==> config.mk <==
export PLATFORM = sky130hd
export DESIGN_NAME = serial_adder_ctrl_flat
export DESIGN_NICKNAME = d
export VERILOG_FILES = /design/src/rtl/serial_adder_ctrl_if.sv /design/src/rtl/serial_adder_ctrl.sv /design/src/flat_wrapper.sv
export SDC_FILE = /design/constraint.sdc
export NUM_CORES = 1
export LEC_CHECK = 0
export CAP_MARGIN = 0
export CORE_ASPECT_RATIO = 1.1
export CORE_UTILIZATION = 48
export DETAILED_ROUTE_END_ITERATION = 12
export PLACE_DENSITY = 0.74
export SYNTH_ARGS = -nofsm -noshare
export SYNTH_HDL_FRONTEND = slang
export SYNTH_SLANG_ARGS = --single-unit
==> constraint.sdc <==
create_clock -name clock -period 4 [get_ports clock]
set_input_delay 0.8 -clock clock [delete_from_list [all_inputs] [get_ports clock]]
set_output_delay 0.8 -clock clock [all_outputs]
set_load 0.01 [all_outputs]
==> src/rtl/serial_adder_ctrl_if.sv <==
// Request/result bundle between a requester and the nibble-serial adder controller.
// The requester drives the operation; the controller returns status and the held result.
interface serial_adder_ctrl_if #(
  parameter int unsigned NIBBLES = 4
);
  logic                   start;
  logic                   sub;
  logic [4*NIBBLES-1:0]   a;
  logic [4*NIBBLES-1:0]   b;
  logic                   c_in;
  logic                   busy;
  logic                   done;
  logic [4*NIBBLES-1:0]   s;
  logic                   c_out;
  logic                   overflow;

  modport master (
    output start, sub, a, b, c_in,
    input  busy, done, s, c_out, overflow
  );

  modport slave (
    input  start, sub, a, b, c_in,
    output busy, done, s, c_out, overflow
  );
endinterface

==> src/rtl/serial_adder_ctrl.sv <==
// Nibble-serial add/subtract controller driving one 4-bit ripple-carry slice.
// Operands are latched on start; the result and flags update only on entry to DONE.
module serial_adder_ctrl #(
  parameter int unsigned NIBBLES = 4
) (
  input  logic               clock,
  input  logic               resetn,
  serial_adder_ctrl_if.slave bus
);
  localparam int unsigned   W      = 4 * NIBBLES;
  localparam int unsigned   KW     = (NIBBLES > 1) ? $clog2(NIBBLES) : 1;
  localparam logic [KW-1:0] K_LAST = KW'(NIBBLES - 1);

  localparam logic [1:0] ST_IDLE = 2'd0;
  localparam logic [1:0] ST_RUN  = 2'd1;
  localparam logic [1:0] ST_DONE = 2'd2;

  logic [1:0]    state;
  logic [KW-1:0] k;
  logic          carry;
  logic          sub_q;
  logic [W-1:0]  a_q;
  logic [W-1:0]  b_q;
  logic [W-1:0]  work;
  logic [W-1:0]  s_q;
  logic          c_out_q;
  logic          ovf_q;

  logic [3:0]    a_nib;
  logic [3:0]    b_nib;
  logic [3:0]    b_eff;
  logic [3:0]    sum;
  logic [4:0]    cy;
  logic [W-1:0]  work_next;

  always_comb begin
    a_nib = '0;
    b_nib = '0;
    for (int unsigned i = 0; i < NIBBLES; i++) begin
      if (k == i[KW-1:0]) begin
        a_nib = a_q[i*4 +: 4];
        b_nib = b_q[i*4 +: 4];
      end
    end
  end

  // Four chained full-adder bits; subtraction inverts B here and the carry-in at start.
  always_comb begin
    b_eff = b_nib ^ {4{sub_q}};
    sum   = '0;
    cy    = '0;
    cy[0] = carry;
    for (int unsigned j = 0; j < 4; j++) begin
      sum[j]  = a_nib[j] ^ b_eff[j] ^ cy[j];
      cy[j+1] = (a_nib[j] & b_eff[j]) | (cy[j] & (a_nib[j] ^ b_eff[j]));
    end
  end

  always_comb begin
    work_next = work;
    for (int unsigned i = 0; i < NIBBLES; i++) begin
      if (k == i[KW-1:0]) begin
        work_next[i*4 +: 4] = sum;
      end
    end
  end

  always_ff @(posedge clock) begin
    if (!resetn) begin
      state   <= ST_IDLE;
      k       <= '0;
      carry   <= 1'b0;
      sub_q   <= 1'b0;
      a_q     <= '0;
      b_q     <= '0;
      work    <= '0;
      s_q     <= '0;
      c_out_q <= 1'b0;
      ovf_q   <= 1'b0;
    end else begin
      case (state)
        ST_IDLE: begin
          if (bus.start) begin
            a_q   <= bus.a;
            b_q   <= bus.b;
            sub_q <= bus.sub;
            carry <= bus.c_in ^ bus.sub;
            k     <= '0;
            state <= ST_RUN;
          end
        end
        ST_RUN: begin
          work  <= work_next;
          carry <= cy[4];
          if (k == K_LAST) begin
            // Result is published from the combinational next value so it is valid as DONE is entered;
            // cy[3] here is the carry into bit W-1.
            s_q     <= work_next;
            c_out_q <= cy[4];
            ovf_q   <= cy[3] ^ cy[4];
            k       <= '0;
            state   <= ST_DONE;
          end else begin
            k <= k + 1'b1;
          end
        end
        ST_DONE: begin
          state <= ST_IDLE;
        end
        default: begin
          state <= ST_IDLE;
        end
      endcase
    end
  end

  assign bus.busy     = (state == ST_RUN);
  assign bus.done     = (state == ST_DONE);
  assign bus.s        = s_q;
  assign bus.c_out    = c_out_q;
  assign bus.overflow = ovf_q;
endmodule

==> src/flat_wrapper.sv <==
// flat-port wrapper written by rule: the top's interface ports become plain ports
module serial_adder_ctrl_flat 
#(
  parameter int unsigned NIBBLES = 4
)
  (clock, resetn, bus_start, bus_sub, bus_a, bus_b, bus_c_in, bus_busy, bus_done, bus_s, bus_c_out, bus_overflow);
  serial_adder_ctrl_if #(.NIBBLES(NIBBLES)) bus_i ();
  input  logic clock;
  input  logic resetn;
  input wire logic [$bits(bus_i.start)-1:0] bus_start;
  input wire logic [$bits(bus_i.sub)-1:0] bus_sub;
  input wire logic [$bits(bus_i.a)-1:0] bus_a;
  input wire logic [$bits(bus_i.b)-1:0] bus_b;
  input wire logic [$bits(bus_i.c_in)-1:0] bus_c_in;
  output wire logic [$bits(bus_i.busy)-1:0] bus_busy;
  output wire logic [$bits(bus_i.done)-1:0] bus_done;
  output wire logic [$bits(bus_i.s)-1:0] bus_s;
  output wire logic [$bits(bus_i.c_out)-1:0] bus_c_out;
  output wire logic [$bits(bus_i.overflow)-1:0] bus_overflow;
  assign bus_i.start = bus_start;
  assign bus_i.sub = bus_sub;
  assign bus_i.a = bus_a;
  assign bus_i.b = bus_b;
  assign bus_i.c_in = bus_c_in;
  assign bus_busy = bus_i.busy;
  assign bus_done = bus_i.done;
  assign bus_s = bus_i.s;
  assign bus_c_out = bus_i.c_out;
  assign bus_overflow = bus_i.overflow;
  serial_adder_ctrl #(.NIBBLES(NIBBLES)) u_core (.clock(clock), .resetn(resetn), .bus(bus_i));
endmodule
==> results.sh, run 1 <==
export IMPL_outcome="finished, violations left"
export IMPL_violations="DRC"
export IMPL_synthFlopType="dfxtp_1"
export IMPL_ys_seq_area_share_pct=44.6
export IMPL_holdWs_ns=0.455
export IMPL_path_class="flop to flop"
export IMPL_async_reset_ff_share_pct=0
export IMPL_finalSetupViolations=0
export IMPL_avgSynthCellArea_um2=8.82
export IMPL_syn_inst=346
export IMPL_final_cell_mix="nand2_1 (78), dfxtp_1 (68), clkdlybuf4s50_1 (56), a21oi_1 (49), inv_1 (11)"
export IMPL_post_drt_wl_per_cell_um=13.8
export IMPL_finClkSkew_ns=0.00579
export IMPL_period_minus_slack_ns=3.70
export IMPL_r2r_cells=12
export IMPL_root_buffer="clkbuf_8"
export IMPL_grt_first_pass_wirelength_um=11200
export IMPL_grt_pass1_vias=2359
export IMPL_m1WireLength_um=3100
export IMPL_ys_seq_elements=68
export IMPL_synth_area_um2=3050
export IMPL_reg2reg_slack_ns=0.30
export IMPL_worstSetupEndpointType="flop"
export IMPL_start_util_pct=49.6
export IMPL_cts_sinks=68
export IMPL_coreArea_um2=6160
export IMPL_final_common_cell="nand2_1"
export IMPL_critPathLaunchType="flop"
export IMPL_relSlewSlack_pct=29.6
export IMPL_drc=1
export IMPL_layout_drive_gt1_share_pct=7.14
export IMPL_synth_edf_count=0
export IMPL_clk_path_buf_depth=2
export IMPL_place_ws_ns=0.362
export IMPL_top_layer="met4"
export IMPL_die_y_um=85.6
export IMPL_clk_insertion_delay_late_ns=0.34
export IMPL_holdPathStages=2
export IMPL_vias=2502
export IMPL_first_iter_violations=108
export IMPL_detailedPlacementHpwl_um=4600
export IMPL_syn_nets=391
export IMPL_nFillCells=565
export IMPL_gp_congestion=0.795
export IMPL_min_path_type="flop to flop"
export IMPL_fin_tns_setup_ns=0
export IMPL_power_total_mw=1.48
export IMPL_irDropWorstVdd_mv=0.260
export IMPL_cts_inserted_buffers=9
export IMPL_grt_max_degree=48
export IMPL_maxCapViolations=0
export IMPL_path_clk_slew_ns=0.07
export IMPL_arrival_ns=3.96
export IMPL_numPortBuffers=56
export IMPL_num_antenna_cells=0
export IMPL_critPathMaxFanout=15
export IMPL_first_pass_iters=9
export IMPL_nNetsFinal=432
export IMPL_cts_setup_buffers=0
export IMPL_holdBufCountCts=0
export IMPL_num_rows=30
export IMPL_overflow=0
export IMPL_yosys_warnings=0
export IMPL_powerDensity_nw_per_um2=397
export IMPL_area_growth_synth_to_final_pct=22.6
export IMPL_utilization_pct=60.8
export IMPL_ctsHtreeMaxLevel=3
export IMPL_rsz0062_at_grt="false"
export IMPL_die_w_um=78.0
export IMPL_io_pins=57
export IMPL_dieArea_um2=6680
export IMPL_fmax_ghz=0.271
export IMPL_antenna_found_initial=0
export IMPL_cts_tree="built"
export IMPL_ys_types=40
export IMPL_required_ns=4.26
export IMPL_ant_nets=0
export IMPL_dr_wl_met2_um=2930
export IMPL_drv_slew=0
export IMPL_cts_resized=0
export IMPL_fin_crit_sh_pct=92.4
export IMPL_timing_hold_violations_final=0
export IMPL_grt_usage_pct=21.7
export IMPL_setup_slack_ns=0.304
export IMPL_wirelength_um=6540
export IMPL_leakage_nw=1.36
export IMPL_tightestPinTransition_ns=1.06
export IMPL_via_per_inst=5.30
export IMPL_met3_length_um=380
-- layer usage --
metal,track usage (%),vias up
met3,4.89,9
li1,-,1270
met1,28.5,1143
met2,33.5,80
met4,10.9,0
met5,0,-
-- registers in the layout, summed over array words and instances, names as in the netlist --
name,count
u_core.carry,1
u_core.sub_q,1
u_core.bus.s,16
u_core.bus.c_out,1
u_core.bus.overflow,1
u_core.b_q,16
u_core.state,2
u_core.k,2
u_core.work,12
u_core.a_q,16
-- report_power, final --
group / internal [mW] / leakage, nW / switching (mW)
Sequential: 0.706 / 0.554 / 0.0210
Clock: 0.285 / 0.0931 / 0.240
Combinational: 0.102 / 0.716 / 0.129
Total: 1.09 / 1.36 / 0.390
-- path summary, 6_finish.rpt --
check	from	to
setup / recovery	u_core.k[0]$_SDFFE_PN0P_	u_core.bus.s[3]$_SDFFE_PN0P_
hold / removal	u_core.work[1]$_SDFFE_PN0P_	u_core.work[1]$_SDFFE_PN0P_
setup reg to reg	u_core.k[0]$_SDFFE_PN0P_	u_core.bus.s[3]$_SDFFE_PN0P_
hold reg to reg	u_core.work[1]$_SDFFE_PN0P_	u_core.work[1]$_SDFFE_PN0P_
-- layout make-up --
type | count | area (um2) | area share [%]
multi-input combinational | 232 | 1430 | 38.3
sequential | 68 | 1360 | 36.4
timing repair buffer | 63 | 613 | 16.4
clock buffer | 11 | 131 | 3.51
tap | 80 | 100 | 2.68
clock inverter | 5 | 52.6 | 1.41
inverter | 13 | 48.8 | 1.30
-- critical path: stages (launching register included) --
cell and delay, ns:
dfxtp_1 0.40, ha_1 0.47, nor2b_1 0.18, a221oi_1 0.31
o31ai_1 0.16, fa_1 0.46, fa_1 0.37, inv_1 0.08
fa_1 0.21, inv_1 0.07, fa_1 0.63, mux2i_1 0.12
o2bb2ai_1 0.16
-- stage by stage --
step | cells | cell area, um2
floorplan | 346 | 3050
global placement | 456 | 3560
detailed placement | 456 | 3560
CTS | 472 | 3740
global route | 472 | 3740
finish | 472 | 3740
-- cell families (layout without fill, tap and decap cells) --
group                    count (synthesis)  in the layout  share of synthesized area (%)
AO/OA/AOI/OAI                           93             93                           20.3
multiplexers                             9              9                           2.95
adder cells (fa/ha/maj)                  8              8                           4.26
buffers and inverters                   46             92                           8.65
flip-flops                              68             68                           44.6
XOR/XNOR                                 6              6                           1.72
AND/OR/NAND/NOR                        116            116                           17.5
-- synth_stat cells (2+ instances only) --
| cell type | number | area (um2) |
|---|---|---|
| inv_2 | 2 | 7.51 |
| nor2b_1 | 4 | 25.0 |
| xnor2_1 | 2 | 17.5 |
| a21oi_1 | 49 | 245 |
| nand3b_1 | 7 | 52.6 |
| dfxtp_1 | 68 | 1360 |
| buf_2 | 10 | 50.1 |
| a211oi_1 | 4 | 30.0 |
| o2bb2ai_1 | 10 | 87.6 |
| buf_4 | 6 | 45.0 |
| ha_1 | 4 | 50.1 |
| nor3b_1 | 4 | 30.0 |
| buf_1 | 2 | 7.51 |
| mux2i_1 | 9 | 90.1 |
| fa_1 | 4 | 80.1 |
| xor2_1 | 4 | 35.0 |
| nand3_1 | 9 | 45.0 |
| a22o_1 | 8 | 70.1 |
| inv_1 | 11 | 41.3 |
| a221oi_1 | 7 | 61.3 |
| a311oi_1 | 3 | 26.3 |
| buf_6 | 7 | 78.8 |
| o31ai_1 | 3 | 22.5 |
| nor2_1 | 8 | 30.0 |
| clkbuf_1 | 5 | 18.8 |
| nand2_1 | 78 | 293 |
| a22oi_1 | 3 | 22.5 |
| clkbuf_2 | 3 | 15.0 |
Power figures use the tool's default switching activity.
==> inputs of run 2 (changes only) <==
--- a/config.mk
+++ b/config.mk
@@ -10,6 +10,7 @@
 export CORE_UTILIZATION = 48
 export DETAILED_ROUTE_END_ITERATION = 12
 export PLACE_DENSITY = 0.74
+export SKIP_LAST_GASP = 1
 export SYNTH_ARGS = -nofsm -noshare
 export SYNTH_HDL_FRONTEND = slang
 export SYNTH_SLANG_ARGS = --single-unit
==> results of run 2 <==
The final DEF is identical to that of run 1; final timing and power are the same.
==> inputs of run 3 (changes only) <==
--- a/config.mk
+++ b/config.mk
@@ -5,11 +5,13 @@
 export SDC_FILE = /design/constraint.sdc
 export NUM_CORES = 1
 export LEC_CHECK = 0
+export ABC_AREA = 1
 export CAP_MARGIN = 0
 export CORE_ASPECT_RATIO = 1.1
 export CORE_UTILIZATION = 48
 export DETAILED_ROUTE_END_ITERATION = 12
-export PLACE_DENSITY = 0.74
+export MAX_ROUTING_LAYER = met4
+export PLACE_DENSITY = 0.75
 export SKIP_LAST_GASP = 1
 export SYNTH_ARGS = -nofsm -noshare
 export SYNTH_HDL_FRONTEND = slang
==> constraint.sdc (replaced) <==
create_clock -name clock -period 4.6 [get_ports clock]
set_input_delay 0.92 -clock clock [delete_from_list [all_inputs] [get_ports clock]]
set_output_delay 0.92 -clock clock [all_outputs]
set_load 0.01 [all_outputs]
==> run 3 against run 2 <==
  * The flow now finishes without violations
  * Clock power rose by 4.4%
  * Critical path depth up 7
  * Register-to-register slack better by 0.49 ns
  * Clock skew increased by 0.0024 ns
  * Via count is 4.1% higher
  * Non-clock buffer count is 7 lower
  * Die area down 2.4%
  * Final area down 1.9%
  * Synthesized area shrank 2.5%
  * Power down 4.1%
==> results.sh, run 3 <==
export IMPL_gp_congestion=0.820
export IMPL_path_class="flop to flop"
export IMPL_syn_inst=392
export IMPL_ctsHtreeMaxLevel=3
export IMPL_ant_nets=0
export IMPL_top_layer="met4"
export IMPL_via_per_inst=5.08
export IMPL_dr_wl_met2_um=3100
export IMPL_period_minus_slack_ns=3.81
export IMPL_rsz0062_at_grt="false"
export IMPL_dieArea_um2=6520
export IMPL_r2r_end="u_core.bus.s[7]$_SDFFE_PN0P_"
export IMPL_holdBufCountCts=0
export IMPL_cp_cell_sequence="inv_1, ha_1, inv_1, nor2_1, nor2_1, nand2_1, nand2_1, nand2_1, nand2_1, fa_1, fa_1, inv_1, fa_1, inv_1, fa_1, inv_1, nand2_1, o21ai_0, o21ai_0"
export IMPL_numPortBuffers=56
export IMPL_avgSynthCellArea_um2=7.59
export IMPL_synth_commonest_cells="o21ai_0 (80), nor2_1 (75), dfxtp_1 (68)"
export IMPL_first_iter_violations=102
export IMPL_syn_nets=437
export IMPL_detailedPlacementHpwl_um=4370
export IMPL_powerDensity_nw_per_um2=388
export IMPL_relSlewSlack_pct=38.0
export IMPL_yosysMostFrequentCell="o21ai_0"
export IMPL_synth_top_area_cell="dfxtp_1"
export IMPL_finClkSkew_ns=0.00817
export IMPL_ff_latch_area_um2=1360
export IMPL_tightestPinTransition_ns=0.929
export IMPL_irDropWorstVdd_mv=0.188
export IMPL_wirelength_um=6280
export IMPL_vias=2604
export IMPL_utilization_pct=62.4
export IMPL_dpl_cell_count=497
export IMPL_post_route_cell_area_um2=3670
export IMPL_layout_drive_gt1_share_pct=5.50
export IMPL_final_common_cell="o21ai_0"
export IMPL_grt_first_pass_wirelength_um=10900
export IMPL_clk_path_buf_depth=2
export IMPL_worst_hold_path_endpoint="u_core.bus.s[5]$_SDFFE_PN0P_"
export IMPL_cts_sinks=68
export IMPL_reg2reg_slack_ns=0.79
export IMPL_synth_edf_count=0
export IMPL_cts_resized=0
export IMPL_setup_slack_ns=0.792
export IMPL_fmax_ghz=0.263
export IMPL_holdPathStages=2
export IMPL_grt_max_degree=66
export IMPL_drc=0
export IMPL_outcome="completed"
export IMPL_r2r_cells=19
export IMPL_area_growth_synth_to_final_pct=23.2
export IMPL_synth_top_cell_area_share_pct=45.7
export IMPL_finalSetupViolations=0
export IMPL_nNetsFinal=476
export IMPL_drv_slew=0
export IMPL_multi_input_comb_area_um2=1360
export IMPL_m1WireLength_um=2790
export IMPL_min_path_type="flop to flop"
export IMPL_grt_usage_pct=22.1
export IMPL_worstSetupEndpointType="flop"
export IMPL_yosys_warnings=0
export IMPL_ys_seq_elements=68
export IMPL_final_cell_mix="o21ai_0 (80), nor2_1 (75), dfxtp_1 (68), clkdlybuf4s50_1 (55), nand2_1 (48)"
export IMPL_arrival_ns=4.07
export IMPL_worstHoldStart="u_core.bus.s[5]$_SDFFE_PN0P_"
export IMPL_synth_area_um2=2980
export IMPL_fin_crit_sh_pct=82.8
export IMPL_cts_inserted_buffers=9
export IMPL_root_buffer="clkbuf_8"
export IMPL_die_w_um=77.1
export IMPL_fin_tns_setup_ns=0
export IMPL_ys_types=22
export IMPL_antenna_found_initial=0
export IMPL_die_y_um=84.6
export IMPL_io_pins=57
export IMPL_start_util_pct=50.6
export IMPL_placed_cell_area_um2=3440
export IMPL_clk_insertion_delay_late_ns=0.35
export IMPL_cts_setup_buffers=0
export IMPL_critPathLaunchType="flop"
export IMPL_leakage_nw=1.47
export IMPL_ys_seq_area_share_pct=45.7
export IMPL_cts_tree="built"
export IMPL_maxCapViolations=0
export IMPL_overflow=0
export IMPL_async_reset_ff_share_pct=0
export IMPL_required_ns=4.86
export IMPL_synthFlopType="dfxtp_1"
export IMPL_num_antenna_cells=0
export IMPL_path_clk_slew_ns=0.07
export IMPL_timing_hold_violations_final=0
export IMPL_layout_cells_non_filler=513
export IMPL_num_rows=29
export IMPL_met3_length_um=260
export IMPL_coreArea_um2=5880
export IMPL_post_drt_wl_per_cell_um=12.2
export IMPL_startpoint="u_core.k[0]$_SDFFE_PN0P_"
export IMPL_crit_path_max_incr_delay_ns=0.53
export IMPL_nFillCells=550
export IMPL_synthTopCellsByArea="dfxtp_1 (46%), o21ai_0 (13%), nor2_1 (9.5%), nand2_1 (6.1%), nand3_1 (5.2%)"
export IMPL_place_ws_ns=0.832
export IMPL_timing_rr_start="u_core.k[0]$_SDFFE_PN0P_"
export IMPL_first_pass_iters=6
export IMPL_critPathMaxFanout=18
export IMPL_crit_slowest_cell="ha_1"
export IMPL_grt_pass1_vias=2482
## run 3: cell types whose count changed in the layout (fill, tap and decap cells not counted), sizes merged, moves of 10 or more
cell	change
a21oi	-22
nor2	+67
o2bb2ai	-10
nand2	-29
nand3	+23
o21ai	+79
## run 3: worst max-delay path: cells and delay by family (launching register included)
family / cells / cell delay [ns]
AOI/OAI and AO/OA: 2 / 0.30
adders and majority gates: 5 / 1.99
buffers and inverters: 5 / 0.58
DFF: 1 / 0.34
and+or+nand+nor: 7 / 0.51
## run 3: layout make-up
class / instances / share of cell area [%]
Clock inverter: 6 / 2.39
Tap cell: 77 / 2.63
Timing Repair Buffer: 56 / 15.1
Inverter: 18 / 1.98
Multi-Input combinational cell: 278 / 37.0
Sequential cell: 68 / 37.1
Clock buffer: 10 / 3.75
## run 3: kinds of logic (layout without fill, tap and decap cells)
| group | Yosys count | after routing | synth area share (%) |
|---|---|---|---|
| buffers and inverters | 46 | 90 | 8.66 |
| adder cells (fa/ha/maj) | 8 | 8 | 4.37 |
| AO/OA/AOI/OAI | 110 | 110 | 18.7 |
| AND/OR/NAND/NOR | 158 | 158 | 22.0 |
| XOR/XNOR | 2 | 2 | 0.589 |
| flip-flops | 68 | 68 | 45.7 |
## run 3: how the worst max path moves through the flow
stage,end
6_report,u_core.bus.s[7]$_SDFFE_PN0P_
2_1_floorplan,u_core.bus.s[3]$_SDFFE_PN0P_
3_3_place_gp,u_core.bus.s[3]$_SDFFE_PN0P_
4_1_cts,u_core.bus.s[7]$_SDFFE_PN0P_
3_5_place_dp,u_core.bus.s[3]$_SDFFE_PN0P_
5_1_grt,u_core.bus.s[7]$_SDFFE_PN0P_
## run 3: through the flow
| stage | power, mW | hold WS, ns |
|---|---|---|
| 3_3_place_gp | 0.883 | 0.463 |
| 3_5_place_dp | 0.887 | 0.474 |
| 4_1_cts | 1.43 | 0.492 |
| 5_1_grt | 1.50 | 0.504 |
| 2_1_floorplan | 0.822 | 0.429 |
| 6_report | 1.42 | 0.485 |
## run 3: layer usage
layer	track usage, %	vias to the layer above
met4	10.3	0
met5	-	-
met1	24.6	1157
met3	4.67	13
met2	37.5	65
li1	-	1369
## run 3: power by group
part | switching (mW) | internal [mW]
Sequential | 0.0215 | 0.627
Combinational | 0.137 | 0.0896
Clock | 0.229 | 0.319
Total | 0.388 | 1.03
